File: src/rtl/sd_read_scheduler.sv
// sd_read_scheduler
//   Shares one single-block SD read engine between two requesters. Each
//   requester asks for a run of consecutive blocks; grants are round-robin,
//   one block command is issued at a time once the downstream FIFO is empty
//   and the engine is idle. Failed or timed-out blocks are retried up to
//   MAX_RETRY times before the request is aborted.
//
// Ports
//   SCLK, reset_n         clock (posedge) and asynchronous active-low reset
//   req0/1                request, held until the matching done pulse
//   addr0/1, nblk0/1      start byte address and block count, taken at grant
//   gnt0/1                high from grant through the done cycle
//   done0/1, err0/1       one-cycle completion pulse; err=1 means aborted
//   blk_start, blk_addr   one-cycle engine start and the block byte address
//   blk_busy, blk_ok,     engine status and one-cycle result pulses
//   blk_fail
//   fifo_empty            downstream FIFO empty, gates every block start
//   busy                  scheduler not idle
//
// state     | meaning
// ----------+-------------------------------------------------------------
// IDLE      | no transfer; waits for any request
// ARB       | picks requester, latches address/count, asserts its gnt
// WAIT_FIFO | waits for FIFO empty and engine idle
// ISSUE     | pulses blk_start, loads the response timer
// WAIT_BLK  | waits for blk_ok / blk_fail / timer expiry
// NEXT      | advances address, decrements remaining count
// FINISH    | done pulse to the owner, err = abort flag
module sd_read_scheduler #(
    parameter int unsigned BLOCK_BYTES = 512,
    parameter int unsigned MAX_RETRY   = 3,
    parameter logic [15:0] TIMEOUT     = 16'd20000
) (
    input  logic        SCLK,
    input  logic        reset_n,
    input  logic        req0,
    input  logic        req1,
    input  logic [31:0] addr0,
    input  logic [31:0] addr1,
    input  logic [7:0]  nblk0,
    input  logic [7:0]  nblk1,
    output logic        gnt0,
    output logic        gnt1,
    output logic        done0,
    output logic        done1,
    output logic        err0,
    output logic        err1,
    output logic        blk_start,
    output logic [31:0] blk_addr,
    input  logic        blk_busy,
    input  logic        blk_ok,
    input  logic        blk_fail,
    input  logic        fifo_empty,
    output logic        busy
);

    localparam int unsigned RW        = (MAX_RETRY > 0) ? $clog2(MAX_RETRY + 1) : 1;
    localparam logic [RW-1:0] RETRY_LIM = RW'(MAX_RETRY);
    localparam logic [RW-1:0] RETRY_ONE = RW'(1);
    localparam logic [31:0] ADDR_STEP = 32'(BLOCK_BYTES);
    // Down-counter load: expiry on the TIMEOUT-th cycle spent in WAIT_BLK.
    localparam logic [15:0] TMO_LOAD  = TIMEOUT - 16'd1;

    typedef enum logic [2:0] {
        IDLE      = 3'd0,
        ARB       = 3'd1,
        WAIT_FIFO = 3'd2,
        ISSUE     = 3'd3,
        WAIT_BLK  = 3'd4,
        NEXT      = 3'd5,
        FINISH    = 3'd6
    } state_e;

    state_e        state_q, state_d;
    logic          ptr_q, ptr_d;       // 0: requester 0 has priority
    logic          owner_q, owner_d;   // requester currently granted
    logic [31:0]   cur_addr_q, cur_addr_d;
    logic [31:0]   blk_addr_q, blk_addr_d;
    logic [7:0]    remaining_q, remaining_d;
    logic [RW-1:0] retry_q, retry_d;
    logic [15:0]   tmo_q, tmo_d;
    logic          abort_q, abort_d;

    logic          any_req;
    logic          grant_sel;
    logic [31:0]   sel_addr;
    logic [7:0]    sel_nblk;
    logic          in_xfer;

    assign any_req   = req0 | req1;
    assign grant_sel = ptr_q ? req1 : ~req0;
    assign sel_addr  = grant_sel ? addr1 : addr0;
    assign sel_nblk  = grant_sel ? nblk1 : nblk0;

    always_ff @(posedge SCLK or negedge reset_n) begin
        if (!reset_n) begin
            state_q     <= IDLE;
            ptr_q       <= 1'b0;
            owner_q     <= 1'b0;
            cur_addr_q  <= '0;
            blk_addr_q  <= '0;
            remaining_q <= '0;
            retry_q     <= '0;
            tmo_q       <= '0;
            abort_q     <= 1'b0;
        end else begin
            state_q     <= state_d;
            ptr_q       <= ptr_d;
            owner_q     <= owner_d;
            cur_addr_q  <= cur_addr_d;
            blk_addr_q  <= blk_addr_d;
            remaining_q <= remaining_d;
            retry_q     <= retry_d;
            tmo_q       <= tmo_d;
            abort_q     <= abort_d;
        end
    end

    always_comb begin
        state_d     = state_q;
        ptr_d       = ptr_q;
        owner_d     = owner_q;
        cur_addr_d  = cur_addr_q;
        blk_addr_d  = blk_addr_q;
        remaining_d = remaining_q;
        retry_d     = retry_q;
        tmo_d       = tmo_q;
        abort_d     = abort_q;

        case (state_q)
            IDLE: begin
                if (any_req) state_d = ARB;
            end
            ARB: begin
                if (any_req) begin
                    owner_d     = grant_sel;
                    ptr_d       = ~grant_sel;
                    cur_addr_d  = sel_addr;
                    remaining_d = sel_nblk;
                    retry_d     = '0;
                    abort_d     = 1'b0;
                    state_d     = (sel_nblk == 8'd0) ? FINISH : WAIT_FIFO;
                end else begin
                    // request vanished between IDLE and ARB: nothing to grant
                    state_d = IDLE;
                end
            end
            WAIT_FIFO: begin
                if (fifo_empty && !blk_busy) begin
                    blk_addr_d = cur_addr_q;
                    state_d    = ISSUE;
                end
            end
            ISSUE: begin
                tmo_d   = TMO_LOAD;
                state_d = WAIT_BLK;
            end
            WAIT_BLK: begin
                if (blk_ok) begin
                    state_d = NEXT;
                end else if (blk_fail || (tmo_q == 16'd0)) begin
                    if (retry_q < RETRY_LIM) begin
                        retry_d = retry_q + RETRY_ONE;
                        state_d = WAIT_FIFO;
                    end else begin
                        abort_d = 1'b1;
                        state_d = FINISH;
                    end
                end else begin
                    tmo_d = tmo_q - 16'd1;
                end
            end
            NEXT: begin
                cur_addr_d  = cur_addr_q + ADDR_STEP;
                remaining_d = remaining_q - 8'd1;
                retry_d     = '0;
                state_d     = (remaining_q == 8'd1) ? FINISH : WAIT_FIFO;
            end
            FINISH: begin
                state_d = IDLE;
            end
            default: begin
                state_d = IDLE;
            end
        endcase
    end

    assign in_xfer = (state_q == WAIT_FIFO) || (state_q == ISSUE) ||
                     (state_q == WAIT_BLK)  || (state_q == NEXT)  ||
                     (state_q == FINISH);

    // In ARB the grant is shown combinationally so gnt rises with the grant.
    assign gnt0      = (state_q == ARB) ? (any_req & ~grant_sel) : (in_xfer & ~owner_q);
    assign gnt1      = (state_q == ARB) ? (any_req &  grant_sel) : (in_xfer &  owner_q);
    assign done0     = (state_q == FINISH) & ~owner_q;
    assign done1     = (state_q == FINISH) &  owner_q;
    assign err0      = done0 & abort_q;
    assign err1      = done1 & abort_q;
    assign blk_start = (state_q == ISSUE);
    assign blk_addr  = blk_addr_q;
    assign busy      = (state_q != IDLE);

endmodule

File: config.mk
export PLATFORM = sky130hd
export DESIGN_NAME = sd_read_scheduler
export DESIGN_NICKNAME = d
export VERILOG_FILES = /design/src/rtl/sd_read_scheduler.sv
export SDC_FILE = /design/constraint.sdc
export NUM_CORES = 1
export LEC_CHECK = 0
export BUFFER_PORTS_ARGS = -buffer_cell sky130_fd_sc_hd__buf_4
export CORE_MARGIN = 4
export CORE_UTILIZATION = 47
export DETAILED_ROUTE_END_ITERATION = 8
export PLACE_DENSITY = 0.72
export SETUP_SLACK_MARGIN = 0.5
export SLEW_MARGIN = 10
export SYNTH_ARGS = -nofsm -noshare
export SYNTH_HDL_FRONTEND = slang
export SYNTH_SLANG_ARGS = --single-unit
File: constraint.sdc
create_clock -name SCLK -period 6.25 [get_ports SCLK]
set_input_delay 0.3125 -clock SCLK [delete_from_list [all_inputs] [get_ports SCLK]]
set_output_delay 0.3125 -clock SCLK [all_outputs]
set_load 0.005 [all_outputs]
* Yosys cells after proc, flatten, opt, wreduce, memory -nomap -nowiden *
Cells that the tools add are included.

word-level totals
  register bits after elaboration = 96
  input port bits = 88
  word-level logic and storage cells = 95
  output and inout port bits = 40

cells by class
  reduce and logical (&&, ||, !) cells = 22
  $add $sub $neg = 4
  $lt $le $gt $ge = 1
  multiplexer cells = 31
  bitwise logic cells = 12
  equal/unequal tests = 16

operators by type and width
  cell                      count
  $mux W32                  2
  $pmux W32 S2              1
  $add A32 B10 Y32 const B  1
  $mux W16                  2
  $pmux W16 S2              1
  $mux W3                   8
  $pmux W3 S6               1
  $logic_not A16 Y1         1
  $mux W8                   2
  $ne A2 B2 Y1 const B      8
  $pmux W8 S2               1
  $sub A16 B1 Y16 const B   1
  $reduce_and A5 Y1         2
  $eq A3 B3 Y1 const B      3
  $and A1 B1 Y1             8
  $eq A8 B1 Y1 const B      1
  $logic_not A8 Y1          1
  $mux W2                   4
  $sub A8 B1 Y8 const B     1
  $mux W1                   7
  $eq A3 B2 Y1 const B      2
  $pmux W2 S3               1
  $reduce_and A2 Y1         3
  $reduce_and A3 Y1         2
  other kinds (13)          22

* Depth between registers and ports, before layout *
Gate-level depths: netlist (run 1).

  word-level depth = 7
  depth in mapped cells = 8
  depth with buffers taken out = 7

* Worst setup path before layout (run 1) *
Ideal clock, no wire load.

  path kind = register to register
  start point = reg tmo_q[0]
  end point = reg tmo_q[13]
  period minus slack after synthesis = 2.195 ns
  data required time = 6.172 ns
  cell stages (with the launch flop) = 9
  data arrival time = 2.118 ns
  setup slack = 4.055 ns
  library setup time = 0.078 ns
  path buffers = 1
  cell sequence = dfrtp_1 -> inv_1 -> ha_1 -> nor2b_1 -> and4_1 -> clkbuf_1 -> or4_4 -> or4_1 -> a21oi_1

between the ends
  longest elaborated chain between the ends = 4
  elaborated cells on any way between the ends = 8
  those cells by class = 1 x add/sub; 1 x eq/ne; 3 x mux; 3 x reduce/logical

ends and longest elaborated chain
  element                                               RTL line  text
  from (decl)                                           81        logic [15:0] tmo_q, tmo_d;
  from (signal assigned)                                114       tmo_q <= tmo_d;
  $sub A16 B1 Y16 or $logic_not A16 Y1 (tied branches)  170, 161
  $mux W16 or $logic_or A1 B1 Y1 (tied branches)        161       end else if (blk_fail || (tmo_q == 16'd0)) begin
  $mux W16 or $ne A2 B2 Y1 (tied branches)              --
  $pmux W16 S2 or $reduce_and A3 Y1 (tied branches)     --

Several ways; a longest one is shown, not always the timed one. The select of a mux whose other input is x is not followed.
A chain may end at the register's enable or synchronous reset.

* Final worst setup path (run 1) *
  start point = reg state_q[1]
  end point = out gnt1

between the ends
  longest elaborated chain between the ends = 7
  elaborated cells on any way between the ends = 12
  those cells by class = 6 x eq/ne; 1 x mux; 1 x bitwise; 4 x reduce/logical

ends and longest elaborated chain
  element                          RTL line  text
  from (decl)                      74        state_e state_q, state_d;
  from (signal assigned)           107       state_q <= state_d;
  $eq A3 B2 Y1                     188       assign in_xfer = (state_q == WAIT_FIFO) || (state_q == ISSUE) ||
  $logic_or A1 B1 Y1 (2 in a row)  188
  $logic_or A1 B1 Y1 (2 in a row)  189       (state_q == WAIT_BLK) || (state_q == NEXT) ||
  $and A1 B1 Y1                    194       assign gnt1 = (state_q == ARB) ? (any_req & grant_sel) : (in_xfer & owner_q);
  $mux W1 *                        194
  to (decl)                        43        output logic gnt1,

Every way passes the cells marked *; elsewhere a longest branch is shown, timed or not.

==> summary.txt, run 1 <==
Routing
  – Vias/cell: approximately 5.7
  – Via count: roughly 4500
  – Wirelength per Cell: 16.3 um
  – First-pass DRT Iterations: 5
  – Initial DRC Count: ~240
  – # DRC: 0
  – Post-Route WL: 12.7 mm
  – DRT antenna net count: 0

STA
  – Fin. Hold Viols: 0
  – Actual slew at the worst max-slew pin: roughly 900 ps
  – RSZ-0062 raised after global routing: no
  – Max Slew Vio Count: 0
  – Setup tns final: 0 ps
  – Fin crit share: 0.442
  – FMAX: 362 MHz
  – Slew headroom: 0.407
  – Tmin final: 2760 ps
  – Final worst clock skew: 13.9 ps
  – Final setup fails: 0

Layout
  – Filler instances: 900
  – Diodes inserted: 0
  – Commonest cells after routing, fill and taps aside: 131 x buf_4, 96 x dfrtp_1, 68 x nand2_1, 38 x nor2_1, 34 x mux2_2
  – Area Growth Syn to Fin: 25.1%
  – Finished Cell Area: about 6400 um^2
  – Nets: 739
  – Share of cells above drive strength 1: 0.292
  – Commonest non-fill, non-tap cell in the layout: buf_4

Min path
  – Hold Crit Class: in2reg
  – Hold path endpoint: cur_addr_q[24]
  – Hold Path Origin: addr1[24]
  – Hold path cells: 3

Pwr
  – Power Density: 409 nW/um^2
  – LEAKAGE: 0.00287 uW
  – VDD IR max: 0.000228 V
  – Power Internal: 1620 uW
  – Clock Power Share: 0.156
  – Sw Share: 0.379
  – Combinational power share: 0.420
  – Total power: 2620 uW
  – Psw: ~990 uW
  – Seq pwr share: 0.424

Clocking
  – CTS H-tree depth: 3
  – Clock Latency Late Sink: 360 ps
  – Clock buffer depth: 2
  – Post-CTS Setup Bufs: 0
  – Root buf cell: clkbuf_8
  – Clk sink count: 96
  – CTS tree: done
  – Total CTS buffers: 9
  – Register clock-pin slew on the reported worst setup and hold paths: 90 ps

Synthesis
  – Syn Nets: 623
  – Simple-gate share of the synthesized area: 0.192
  – Post-Synth Adder-Cell Area: 0.0196
  – Combinational family with the most area after synthesis: simple AND/OR/NAND/NOR gates
  – Synth Area per Inst: 9.71 um^2
  – Synth Instances: 527
  – FF+latch count, synth: 96
  – Mux cell area share after synthesis: 0.126
  – Top_reg_cell synth: dfrtp_1
  – Complex-gate fraction of the synthesized area: 0.146
  – Xor and xnor area share after synthesis: 0.0154
  – Post-synthesis cell area: 5110 um^2
  – Number of flops mapped to enable cells by yosys: 0
  – Seq/Total Area, Yosys: 0.470
  – Unique masters post-synth: 54
  – Post-synth ARST share: 1.00
  – Synth warn: 0

Global routing
  – Layer with the highest usage: met2
  – GR Overflow Total: 0
  – Largest net degree at the start of global routing: 56
  – GR Layer Usage met3: 0.0318
  – Vias in the first global route: about 4500
  – Initial antenna violation count: 0
  – Gr usage total: 0.204
  – Met2 usage: 0.309
  – First-pass GRT wire length: between 20 and 25 mm
  – Met1 Use GR: 0.299

Die
  – Full die area: 12600 um^2
  – Row Count: 37
  – Die X: 112 um
  – Ports: ~130
  – Initial Utilization: 0.489
  – CORE AREA: between 10000 and 15000 um^2
  – DIE HEIGHT: between 100 and 150 um

Placed design
  – Routability cong.: 0.798
  – Cell area after placement: 6190 um^2
  – IO buf count: approximately 130
  – DP Wirelength: 9.29 mm

Job
  – MaxCap Viol Count: 0

Worst setup path
  – Crit. End Element: output port
  – R2r worst-path depth: 5
  – CP max FO: 52
  – Crit start category: flip-flop
  – Setup CP Type: reg2out
  – Critical Path AT: 2450 ps
  – WP data required: ~5900 ps
  – RR Endpoint: tmo_q[13]
  – Reg2Reg Setup Slack: 3850 ps
  – Worst r2r src: state_q[2]

Outcome
  – Outcome: finished clean
[sequential cells by signal, indices dropped and copies added, names as in the netlist]
register	flops
abort_q	1
state_q	3
retry_q	2
tmo_q	16
blk_addr	32
remaining_q	8
ptr_q	1
owner_q	1
cur_addr_q	32
[cells in the mapped netlist (3+ instances only)]
library cell / count / area (um^2)
dfrtp_1: 96 / 2400
nand2_1: 68 / 255
nor2_1: 38 / 143
mux2_2: 34 / 383
o21ai_0: 27 / 135
mux2i_1: 26 / 260
clkbuf_1: 24 / 90.1
a21oi_1: 22 / 110
inv_1: 16 / 60.1
nor3_1: 16 / 80.1
nand3_1: 14 / 70.1
nor4_1: 13 / 81.3
a31oi_1: 12 / 75.1
and3_1: 9 / 56.3
nand4_1: 9 / 56.3
ha_1: 8 / 100
a221oi_1: 7 / 61.3
or4_1: 7 / 52.6
o211ai_1: 6 / 45.0
a211oi_1: 5 / 37.5
o31ai_1: 5 / 37.5
xor2_1: 5 / 43.8
and4_1: 4 / 35.0
nor2b_1: 4 / 25.0
o21a_1: 4 / 30.0
xnor2_1: 4 / 35.0
a311oi_1: 3 / 26.3
buf_1: 3 / 11.3
nand3b_1: 3 / 22.5
o21bai_1: 3 / 22.5
o311ai_0: 3 / 26.3
or3_1: 3 / 18.8
[power groups by stage]
stage | logic (uW) | clock network [uW] | registers (uW)
floorplan | 712 | 0 | 1050
global placement | 1070 | 0 | 1100
detailed placement | 1110 | 0 | 1120
CTS | 1110 | 419 | 1100
global route | 1230 | 443 | 1150
finish | 1100 | 409 | 1110
[logic make-up (layout without fill, tap and decap cells)]
group           count (synthesis)  count (layout)
compound gates                113             113
buf+inv                        43             164
xor+xnor                        9               9
mux                            60              60
simple gates                  198             198
flops                          96              96
fa+ha+maj                       8               8
[timing repair]
item | CTS | global route
gates resized for setup | 0 | 0
hold buffers | 1 | 0
setup endpoints to repair | 0 | 0
hold endpoints to repair | 41 | 0
[per-layer routing]
layer	vias up	wire, um	part of all wire
met5	-	0	0
met1	2108	5870	0.46
met3	14	775	0.061
li1	2181	-	-
met2	152	5900	0.46
met4	0	196	0.015
[layout make-up]
cell class	instances	area, um^2	area share
tap	136	170	0.0266
inverter	16	60.1	0.00939
clock buffer	10	128	0.0199
clock inverter	6	67.6	0.0106
sequential	96	2400	0.376
timing repair buffer	132	993	0.155
multi-input combinational	388	2580	0.403
[worst max path at each step]
stage,start,endpoint,slack [ps],cells past startpoint
5_1_grt,state_q[0],gnt1,3260,6
2_1_floorplan,tmo_q[0],tmo_q[13],4050,8
3_5_place_dp,state_q[2],tmo_q[13],3900,5
6_report,state_q[1],gnt1,3490,6
4_1_cts,state_q[1],gnt1,3510,6
3_3_place_gp,state_q[2],blk_addr[21],3980,3
[critical path, cell delays in order, from the launching register on]
cell and delay [ps]:
dfrtp_1 540, nor3b_1 390, nor2b_4 260, buf_4 460
nand2_1 160, o21ai_0 120, buf_4 140
[per-stage QoR]
stage               hold WS, ps   util  instances  setup WS (ps)
floorplan                  16.9      -        527           4050
global placement            323  0.592        767           3980
detailed placement          332  0.592        767           3900
CTS                         191  0.611        784           3510
global route                190  0.611        784           3260
finish                      207  0.611        784           3490
Power figures use the tool's default switching activity.
==> inputs of run 2 (changes only) <==
ABC_AREA = 1   (was unset)
PLACE_DENSITY = 0.71   (was 0.72)
clock period = 2.55 ns   (was 6.25 ns; I/O delays follow)
==> run 2 against run 1 <==
  * Critical path type unchanged
  * Combinational power rose to 3.2 times the previous value
  * Flip-flop and latch count did not move
  * Final cell count rose by 33%
  * Global-route usage rose by 2.8 points
  * Clock-buffer cell count rose by 4
  * First-iteration DRC count rose by 27%
  * Power rose to 2.9 times the previous value
  * Routed wire length rose by 24%
  * Sequential share of layout area fell by 4.0 points
  * Utilization rose by 0.21 points
==> summary.txt, run 2 <==
Layout
  – Nets: 994
  – Diodes inserted: 0
  – Area Growth Syn to Fin: 25.5%
  – Finished Core Util: 0.614
  – Share of cells above drive strength 1: 0.218
  – Finished Cell Area: around 7000 um^2
  – Commonest non-fill, non-tap cell in the layout: nand2_1
  – Commonest cells after routing, fill and taps aside: 235 x nand2_1, 138 x buf_4, 96 x dfrtp_1, 85 x nor2_1, 73 x inv_1
  – Filler instances: 1047
  – Layout Cells excl Fill: around 1000

Pwr
  – Power Density: 1080 nW/um^2
  – VDD IR max: 0.000412 V
  – LEAKAGE: 0.00364 uW

Clocking
  – CTS tree: done
  – Clock buffer depth: 2
  – Clock Latency Late Sink: 350 ps
  – Clk sink count: 96
  – Register clock-pin slew on the reported worst setup and hold paths: roughly 60 ps
  – Root buf cell: clkbuf_16
  – Total CTS buffers: 9
  – CTS H-tree depth: 3

Routing
  – Via count: roughly 5500
  – # DRC: 0
  – Wirelength per Cell: 15.1 um
  – First-pass DRT Iterations: 5
  – Post-Route WL: 15.8 mm
  – Initial DRC Count: 306
  – DRT antenna net count: 0
  – Vias/cell: around 5.3

Worst setup path
  – Crit. End Element: output port
  – Top delay family on crit path: simple AND/OR/NAND/NOR gates
  – CP max FO: 20
  – Crit start category: flip-flop
  – Critical-path cell list: inv_1, nand2_1, nand2_2, nand2_4, o31ai_1, buf_4
  – Max stage delay on crit path: 400 ps
  – Setup CP Type: reg2out
  – Buf/Inv on CP: 2
  – Worst r2r src: state_q[1]
  – Critical Path AT: between 1500 and 2000 ps
  – Crit path launch: ptr_q
  – Slowest stage cell, crit path: dfrtp_1
  – WP data required: 2420 ps

Min path
  – Hold Crit Class: in2reg
  – Hold Path Origin: addr1[1]

Synthesis
  – Most common cell in the netlist: nand2_1
  – FF+latch count, synth: 96
  – Synth top cells by count: 236 x nand2_1, 96 x dfrtp_1, 85 x nor2_1, 73 x inv_1, 59 x o21ai_0
  – Seq/Total Area, Yosys: 0.421
  – Synth Instances: 765
  – Unique masters post-synth: 45
  – Top_reg_cell synth: dfrtp_1
  – Syn Nets: roughly 860
  – Top post-synthesis cells by area: dfrtp_1 42%, nand2_1 16%, nor2_1 5.6%, o21ai_0 5.2%, inv_1 4.8%
  – Number of flops mapped to enable cells by yosys: 0
  – Synth warn: 0
  – Post-synth top area share: 0.421
  – Post-synth ARST share: 1.00
  – Post-synthesis cell area: ~5700 um^2
  – Synth Area per Inst: 7.45 um^2
  – Area leader, netlist: dfrtp_1

Global routing
  – Met1 Use GR: 0.296
  – Initial antenna violation count: 0
  – First-pass GRT wire length: 26.6 mm
  – GR Overflow Total: 0
  – Largest net degree at the start of global routing: 51
  – Vias in the first global route: about 5500
  – Layer with the highest usage: met2
  – GR Layer Usage met3: 0.0325
  – Gr usage total: 0.232
  – Met2 usage: 0.402

Die
  – Full die area: roughly 14000 um^2
  – Die X: ~120 um
  – CORE AREA: 11700 um^2
  – Row Count: 39
  – Ports: 128
  – Initial Utilization: 0.489
  – DIE HEIGHT: 118 um

Placed design
  – Cell area after placement: between 6000 and 7000 um^2
  – Routability cong.: about 0.92
  – IO buf count: 127
  – DP Wirelength: about 12 mm
  – Cell count after placement: 1016
  – DP Worst Slack: about 600 ps

STA
  – Max Slew Vio Count: 0
  – Setup ws final: 647 ps
  – Actual slew at the worst max-slew pin: 583 ps
  – Final worst clock skew: 2.93 ps
  – Final setup fails: 0
  – RSZ-0062 raised after global routing: no
  – Fin. Hold Viols: 0
  – Tmin final: about 1900 ps
  – Fin crit share: 0.746
  – Setup tns final: 0 ps
  – FMAX: roughly 530 MHz
  – Slew headroom: 0.611

Job
  – MaxCap Viol Count: 0

Outcome
  – Outcome: finished clean
[run 2: cell types whose count changed after synthesis, moves of 18 or more]
cell      before  now
nor2_1        38   85
nand3_1       14   46
clkbuf_1      24    6
o21ai_0       27   59
nand2_1       68  236
mux2_2        34   14
inv_1         16   73
mux2i_1       26    0
[run 2: per-stage QoR]
stage / total power, uW / hold slack [ps]
2_1_floorplan: 5070 / -168
3_3_place_gp: 6130 / 149
3_5_place_dp: 6260 / 155
4_1_cts: 7670 / 1.10
5_1_grt: 8370 / 14.2
6_report: 7690 / 9.91
[run 2: repair_timing]
action,4_1_cts,5_1_grt
pin swaps,0,1
gates resized for setup,1,2
cloned,0,0
endpoints found under the hold margin,44,0
endpoints found under the setup margin,1,13
hold buffers,9,0
buffers inserted,0,5
[run 2: cell type report]
class                   instances  area, um^2  share of cell area
clock buffers                  14         264              0.0369
multi-input cells             562        2830               0.396
inverters                      82         315              0.0441
repair buffers                147        1130               0.157
flip-flops and latches         96        2400               0.336
well taps                     143         179              0.0250
clock inverters                 2        37.5             0.00525
[run 2: final timing paths]
check / slack [ps] / endpoint / cells past startpoint
min in group asynchronous: 310 / blk_addr[11] / 2
max in group asynchronous: 1470 / blk_addr[22] / 3
hold / removal: 10 / cur_addr_q[1] / 3
setup / recovery: 650 / gnt0 / 6
setup reg to reg: 730 / state_q[1] / 8
hold reg to reg: 490 / blk_addr[31] / 2
[run 2: worst reg2reg max path, cell delays in order, from the launching register on]
cell and delay, ps:
dfrtp_1 420, inv_2 150, nand3_2 180, nor2_8 250
buf_4 180, nor2_8 60, inv_4 280, o21ai_0 180
nand2_1 80
[run 2: kinds of logic after synthesis]
group / after synthesis / share of synthesized area
and+or+nand+nor: 409 / 0.308
adders and majority gates: 8 / 0.0176
AOI/OAI and AO/OA: 120 / 0.124
DFF: 96 / 0.421
buffers and inverters: 107 / 0.0841
xor gates and xnor gates: 11 / 0.0169
muxes: 14 / 0.0277
[run 2: power breakdown]
group / internal (uW) / total, uW / leakage, uW / switching, uW
clock: 815 / 1380 / 0.000143 / 563
combinational: 1470 / 3530 / 0.00233 / 2060
sequential: 2210 / 2790 / 0.00117 / 585
[run 2: per-layer routing]
layer  vias up  share of wire
li1       2748              -
met1      2632           0.43
met2       146           0.50
met3        19          0.048
met4         0          0.017
met5         -              0
